**config.mk**
```make
export PLATFORM = sky130hd
export DESIGN_NAME = gpio_ahb_arbiter
export DESIGN_NICKNAME = d
export VERILOG_FILES = /design/src/rtl/gpio_ahb_pkg.sv /design/src/rtl/rr_arbiter.sv /design/src/rtl/gpio_ahb_arbiter.sv
export SDC_FILE = /design/constraint.sdc
export NUM_CORES = 1
export LEC_CHECK = 0
export ABC_AREA = 1
export BUFFER_PORTS_ARGS = -buffer_cell sky130_fd_sc_hd__buf_2
export CORE_ASPECT_RATIO = 0.6
export CORE_UTILIZATION = 47
export DETAILED_ROUTE_END_ITERATION = 12
export PLACE_DENSITY = 0.92
export SLEW_MARGIN = 10
export SYNTH_ARGS = -nofsm -noshare
export SYNTH_HDL_FRONTEND = slang
export SYNTH_SLANG_ARGS = --single-unit
export TNS_END_PERCENT = 100
```
**constraint.sdc**
```tcl
create_clock -name clk -period 4.05 [get_ports clk]
set_input_delay 0.81 -clock clk [delete_from_list [all_inputs] [get_ports clk]]
set_output_delay 0.81 -clock clk [all_outputs]
set_load 0.05 [all_outputs]
```
**src/rtl/gpio_ahb_pkg.sv**
```systemverilog
// Shared constants for the AHBGPIO front-end arbiter:
// AHB transfer encodings, FSM states and GPIO register offsets.
package gpio_ahb_pkg;

    localparam logic [1:0]  HTRANS_IDLE   = 2'b00;
    localparam logic [1:0]  HTRANS_NONSEQ = 2'b10;

    localparam logic [31:0] GPIO_DATA_OFS = 32'h0000_0000;
    localparam logic [31:0] GPIO_DIR_OFS  = 32'h0000_0004;

    typedef enum logic [1:0] {
        ST_IDLE,
        ST_ADDR,
        ST_DATA
    } state_t;

endpackage

```
**src/rtl/rr_arbiter.sv**
```systemverilog
// Combinational round-robin pick: first valid index at or after ptr,
// wrapping modulo NUM_REQ.
module rr_arbiter #(
    parameter int NUM_REQ = 2,
    parameter int IDX_W   = 1
) (
    input  logic [NUM_REQ-1:0] valid,
    input  logic [IDX_W-1:0]   ptr,
    output logic [NUM_REQ-1:0] grant,
    output logic [IDX_W-1:0]   idx,
    output logic               any
);

    always_comb begin : pick
        int                 j;
        logic [IDX_W-1:0]   sel;
        grant = '0;
        idx   = '0;
        any   = 1'b0;
        j     = 0;
        sel   = '0;
        for (int i = 0; i < NUM_REQ; i++) begin
            j = int'(ptr) + i;
            if (j >= NUM_REQ) begin
                j = j - NUM_REQ;
            end
            sel = IDX_W'(j);
            if (!any && valid[sel]) begin
                any        = 1'b1;
                grant[sel] = 1'b1;
                idx        = sel;
            end
        end
    end

endmodule

```
**src/rtl/gpio_ahb_arbiter.sv**
```systemverilog
// Round-robin front end sharing one AHB-Lite GPIO slave between
// NUM_REQ requesters; one non-pipelined transfer at a time.
module gpio_ahb_arbiter
    import gpio_ahb_pkg::*;
#(
    parameter int NUM_REQ = 2,
    parameter int ADDR_W  = 32,
    parameter int DATA_W  = 32,
    parameter int TIMEOUT = 16
) (
    input  logic                      clk,
    input  logic                      reset,
    input  logic [NUM_REQ-1:0]        req_valid,
    input  logic [NUM_REQ-1:0]        req_write,
    input  logic [NUM_REQ*ADDR_W-1:0] req_addr,
    input  logic [NUM_REQ*DATA_W-1:0] req_wdata,
    output logic [NUM_REQ-1:0]        req_ready,
    output logic [NUM_REQ-1:0]        rsp_valid,
    output logic [DATA_W-1:0]         rsp_rdata,
    output logic                      rsp_err,
    output logic                      HSEL,
    output logic [ADDR_W-1:0]         HADDR,
    output logic [1:0]                HTRANS,
    output logic                      HWRITE,
    output logic [DATA_W-1:0]         HWDATA,
    output logic                      HREADY,
    input  logic                      HREADYOUT,
    input  logic [DATA_W-1:0]         HRDATA,
    output logic                      busy
);

    localparam int IDX_W = $clog2(NUM_REQ);
    localparam int CNT_W = $clog2(TIMEOUT + 1);

    state_t             state;
    state_t             state_nxt;
    logic [IDX_W-1:0]   ptr;
    logic [IDX_W-1:0]   owner;
    logic               lat_write;
    logic [ADDR_W-1:0]  lat_addr;
    logic [DATA_W-1:0]  lat_wdata;
    logic [CNT_W-1:0]   wait_cnt;
    logic [NUM_REQ-1:0] grant;
    logic [IDX_W-1:0]   grant_idx;
    logic               grant_any;
    logic               done_ok;
    logic               done_to;

    rr_arbiter #(
        .NUM_REQ (NUM_REQ),
        .IDX_W   (IDX_W)
    ) u_rr (
        .valid (req_valid),
        .ptr   (ptr),
        .grant (grant),
        .idx   (grant_idx),
        .any   (grant_any)
    );

    // Abort on the wait cycle that would bring the count to TIMEOUT.
    assign done_ok = (state == ST_DATA) && HREADYOUT;
    assign done_to = (state == ST_DATA) && !HREADYOUT &&
                     (wait_cnt == CNT_W'(TIMEOUT - 1));

    always_comb begin
        state_nxt = state;
        req_ready = '0;
        HSEL      = 1'b0;
        HADDR     = '0;
        HTRANS    = HTRANS_IDLE;
        HWRITE    = 1'b0;
        HWDATA    = '0;
        HREADY    = 1'b1;
        busy      = 1'b0;
        unique case (state)
            ST_IDLE: begin
                req_ready = grant;
                if (grant_any) begin
                    state_nxt = ST_ADDR;
                end
            end
            ST_ADDR: begin
                busy      = 1'b1;
                HSEL      = 1'b1;
                HTRANS    = HTRANS_NONSEQ;
                HADDR     = lat_addr;
                HWRITE    = lat_write;
                state_nxt = ST_DATA;
            end
            ST_DATA: begin
                busy   = 1'b1;
                HREADY = HREADYOUT;
                HWDATA = lat_write ? lat_wdata : '0;
                if (done_ok || done_to) begin
                    state_nxt = ST_IDLE;
                end
            end
            default: state_nxt = ST_IDLE;
        endcase
    end

    always_ff @(posedge clk or posedge reset) begin
        if (reset) begin
            state <= ST_IDLE;
        end else begin
            state <= state_nxt;
        end
    end

    always_ff @(posedge clk or posedge reset) begin
        if (reset) begin
            ptr       <= '0;
            owner     <= '0;
            lat_write <= 1'b0;
            lat_addr  <= '0;
            lat_wdata <= '0;
            wait_cnt  <= '0;
            rsp_valid <= '0;
            rsp_rdata <= '0;
            rsp_err   <= 1'b0;
        end else begin
            rsp_valid <= '0;
            rsp_err   <= 1'b0;
            if (state == ST_IDLE && grant_any) begin
                owner     <= grant_idx;
                lat_write <= req_write[grant_idx];
                lat_addr  <= req_addr[grant_idx*ADDR_W +: ADDR_W];
                lat_wdata <= req_wdata[grant_idx*DATA_W +: DATA_W];
            end
            if (state == ST_ADDR) begin
                wait_cnt <= '0;
            end else if (state == ST_DATA && !HREADYOUT) begin
                wait_cnt <= wait_cnt + 1'b1;
            end
            if (done_ok || done_to) begin
                rsp_valid <= NUM_REQ'(1) << owner;
                rsp_err   <= done_to;
                rsp_rdata <= (done_ok && !lat_write) ? HRDATA : '0;
                ptr       <= (owner == IDX_W'(NUM_REQ - 1)) ?
                             '0 : owner + 1'b1;
            end
        end
    end

endmodule

```
Word level (Yosys, flattened, before mapping)
Cells that the tools add are included.
- input bits: 167
- bits in registers: 109
- output and inout bits: 107
- reductions and logical operators: 16
- bitwise gates (word level): 1
- muxes and demuxes: 36
- shifts and indexed selects: 3
- add/sub/neg operators: 5
- order comparisons: 7
- eq/ne operators: 5
- operator list (operator ; number):
    2-to-1 mux 32 bit ; 4
    indexed part select 64 x 7 -> 32 bit ; 2
    2-to-1 mux 1 bit ; 20
    2-to-1 mux 2 bit ; 7
    2-to-1 mux 5 bit ; 2
    logical AND 1 bit ; 8
    less-than comparator 1 x 2 -> 1 bit, second input constant ; 3
    case mux 2 bit (3 select lines) ; 1
    adder 5 x 1 -> 5 bit, second input constant ; 1
    equality test 5 x 4 -> 1 bit, second input constant ; 1
    zero test 1 bit ; 3
    adder 1 x 1 -> 2 bit, second input constant ; 1
    demux 1 bit (select 1 bit) ; 2
    equality test 2 x 1 -> 1 bit, second input constant ; 1
    equality test 2 bit, second input constant ; 1
    >= comparator 1 bit, second input constant ; 2
    >= comparator 1 x 2 -> 1 bit, second input constant ; 1
    >= comparator 2 bit, second input constant ; 1
    zero test 2 bit ; 1
    inequality test 2 x 1 -> 1 bit, second input constant ; 1
    inequality test 2 bit, second input constant ; 1
    OR 2 bit ; 1
    AND reduction 2 bit ; 1
    nonzero test 2 bit ; 1
    other kinds (5) ; 6

Depth between registers and ports, before layout
- depth in word-level cells: 10
- depth in mapped cells: 9
- mapped depth without buffers: 9

By module
A second synthesis with hierarchy kept.
- cells, all modules: 686
- area total of the unflattened synthesis: 5386.4 µm²
- modules (own cells, without submodules) (module ; area each (µm²) ; seq. area each (µm²) ; instances ; cells each):
    gpio_ahb_arbiter ; 5331.4 ; 2727.6 ; 1 ; 672
    rr_arbiter ; 55.1 ; 0.0 ; 1 ; 14

Least setup slack after synthesis
Ideal clock, no wire load.
- kind: register to output
- start point: register state[0]
- end point: output req_ready[0]
- data arrival time: 2.049 ns
- path buffers: 2
- slack: 1.191 ns
- required time: 3.240 ns
- stages on the path, launching flop included: 7
- path through: dfrtp_1 -> inv_1 -> ha_1 -> buf_2 -> buf_2 -> inv_1 -> nor3_1
- cells in the longest elaborated chain, start to end: 2
- ends and longest elaborated chain (what ; line ; RTL):
    from (decl) ; gpio_ahb_arbiter.sv:35 ; state_t state;
    from (signal assigned) ; gpio_ahb_arbiter.sv:106 ; state <= state_nxt;
    zero test 2 bit ; gpio_ahb_arbiter.sv:75 ; unique case (state)
    2-to-1 mux 2 bit ; gpio_ahb_arbiter.sv:75 ;
    to (decl) ; gpio_ahb_arbiter.sv:17 ; output logic [NUM_REQ-1:0] req_ready,
Every way passes these cells.

Worst setup path after layout
- start point: register state[0]
- end point: output HWDATA[13]
- cells in the longest elaborated chain, start to end: 2
- ends and longest elaborated chain (what ; line ; RTL):
    equality test 2 bit ; gpio_ahb_arbiter.sv:75 ;
    2-to-1 mux 32 bit ; gpio_ahb_arbiter.sv:75 ;
    to (decl) ; gpio_ahb_arbiter.sv:25 ; output logic [DATA_W-1:0] HWDATA,
Every way passes these cells.

==> results_dict.tcl <==
set metrics [dict create \
    status "completed" \
    critPathLaunchType "register" \
    ys.warnings.count 0 \
    irDropWorstVdd_uv 315 \
    clk_pin_slew_ns 0.08 \
    vias_per_cell 4.89 \
    layout-drive-gt1-share_pct 28.0 \
    cts_tree "built" \
    first_pass_iters 4 \
    seq_area_frac_synth_pct 46.5 \
    finalNonFillerCells 1262 \
    ctsHoldBuffers 0 \
    cts_resized 0 \
    cp.arrival_ns 2.41 \
    clock_skew_ns 0.00906 \
    period_needed_ns 3.22 \
    postCtsSetupBuffers 0 \
    fp.dieW_um 146 \
    place_ws_ns 1.07 \
    avgSynthCellArea_um2 6.86 \
    syn_inst 856 \
    cts.path.max_buffers 2 \
    hold_path_class "register to register" \
    place.gp.congestion 0.843 \
    max_freq_mhz 311 \
    power.density_nw_per_um2 778 \
    initial_core_util_pct 48.5 \
    syn_nets 1028 \
    slew_headroom_pct 24.5 \
    cts.sinks 109 \
    fin_nets 1263 \
    fp.coreArea_um2 12100 \
    syn_area_um2 5870 \
    drt-total-wl_mm 16.6 \
    vias 6167 \
    p_leak_nw 4.88 \
    power_mw 5.87 \
    hold_viol 0 \
    grt_usage_pct 26.2 \
    cts_root_buf "clkbuf_16" \
    drtAntennaViolNets 0 \
    dp_cells 1245 \
    area_growth_pct 28.7 \
    drtIter0Drc 375 \
    drv_cap 0 \
    grt_max_degree 68 \
    worst-setup-path-type "register to primary output" \
    synth.distinct_cells 18 \
    synth_seq_cells 109 \
    overflow 0 \
    post-route-util_pct 62.4 \
    min_period_over_period_pct 79.4 \
    port_buffers 272 \
    drcViolationCount 0 \
    fp.dieH_um 88.6 \
    avgRoutedWirePerCell_um 13.1 \
    dieArea_um2 13000 \
    clock_latency_ns 0.35 \
    dp_hpwl_mm 11.6 \
    ctsHtreeMaxLevel 3 \
    final-setup-viol-count 0 \
    io_pins 274 \
    cp.required_ns 3.24 \
    tightestPinTransition_ns 1.13 \
    cts-buffers-inserted 9 \
    cp_max_fo 32 \
    fin_tns_setup_ns 0 \
    grt_pass1_vias 5554 \
    cp-end-kind "primary output" \
    grt_pass1_wl_mm 26.6 \
    std_cell_rows 31 \
    fin_ws_ns 0.834 \
    rsz0062_at_grt "no" \
    antenna_found_initial 1 \
    maxSlewViolCount 0 \
]
==> power breakdown <==
group / switching [mW] / leakage (nW) / internal [mW]
Clock: 0.438 / 0.150 / 0.445
Combinational: 2.38 / 3.35 / 0.754
Sequential: 0.272 / 1.38 / 1.59
==> layout by cell type (no fill, tap or decap) <==
cell,instances
o21ai_2,1
a211oi_1,1
nand3b_1,1
diode_2,1
inv_12,1
inv_2,2
ha_2,1
nor2_1,47
nor3_1,4
inv_8,2
nand2_1,341
conb_1,1
ha_1,4
inv_4,1
clkinv_8,1
clkbuf_16,9
buf_4,10
buf_2,272
clkinv_4,1
dfrtp_1,109
inv_1,111
nand3_1,133
inv_6,2
a21oi_1,1
nand2_2,4
o21ai_0,36
==> final timing paths <==
kind,start,endpoint,slack (ns),cells past startpoint
worst min-delay path,owner,rsp_valid[0],0.46,1
max in group asynchronous,reset,lat_addr[1],2.56,3
min in group asynchronous,reset,rsp_rdata[27],0.60,2
worst min register to register,owner,rsp_valid[0],0.46,1
worst max-delay path,state[0],HWDATA[13],0.83,5
worst max register to register,wait_cnt[0],rsp_rdata[5],1.81,8
==> critical path, stage by stage (launching register included) <==
cell and delay, ns:
dfrtp_1 0.40, inv_1 0.09, ha_1 0.25, nand2_1 0.66
nor2_1 0.33, buf_2 0.31
==> cells in the mapped netlist (all sizes together) <==
cell type,instances,area (µm²)
nor3,4,20.0
nor2,47,176
clkbuf,19,71.3
a211oi,1,7.51
o21ai,37,185
dfrtp,109,2730
nand3,133,666
nand2,345,1290
inv,114,428
ha,5,62.6
nand3b,1,7.51
a21oi,1,5.00
buf,39,213
conb,1,3.75
==> metal layers <==
layer	part of all wire, %	global-route usage (%)	wire [µm]	up-vias
li1	-	-	-	3069
met5	0	0	0	-
met3	6.9	5.72	1140	22
met1	44	33.9	7270	2837
met2	48	44.8	7900	239
met4	1.7	7.86	283	0
==> state kept, by name, summed over array words and instances, names as in the netlist <==
signal,count
owner,1
lat_write,1
ptr,1
state,2
wait_cnt,5
lat_addr,32
lat_wdata,32
rsp_err,1
rsp_rdata,32
rsp_valid,2
==> through the flow <==
stage | hold slack (ns) | instance area, µm²
global route | 0.476 | 7550
detailed placement | 0.441 | 7250
finish | 0.459 | 7550
global placement | 0.439 | 7250
floorplan | 0.426 | 5870
CTS | 0.457 | 7550
==> logic make-up after synthesis <==
group                    after synthesis  share of synthesized area, %
flip-flops                           109                          46.5
AND/OR/NAND/NOR                      530                          36.9
buffers and inverters                172                          12.1
AO/OA/AOI/OAI                         39                          3.37
other                                  1                        0.0639
adder cells (fa/ha/maj)                5                          1.07
==> cell type report <==
class	count	area [µm²]
Fill cell	1130	4550
Sequential cell	109	2730
Multi-Input combinational cell	575	2440
Timing Repair Buffer	282	1440
Inverter	114	430
Clock buffer	9	225
Tap cell	165	206
Clock inverter	7	81.3
Antenna cell	1	2.50
No activity file was read; power rests on OpenSTA's default activity.
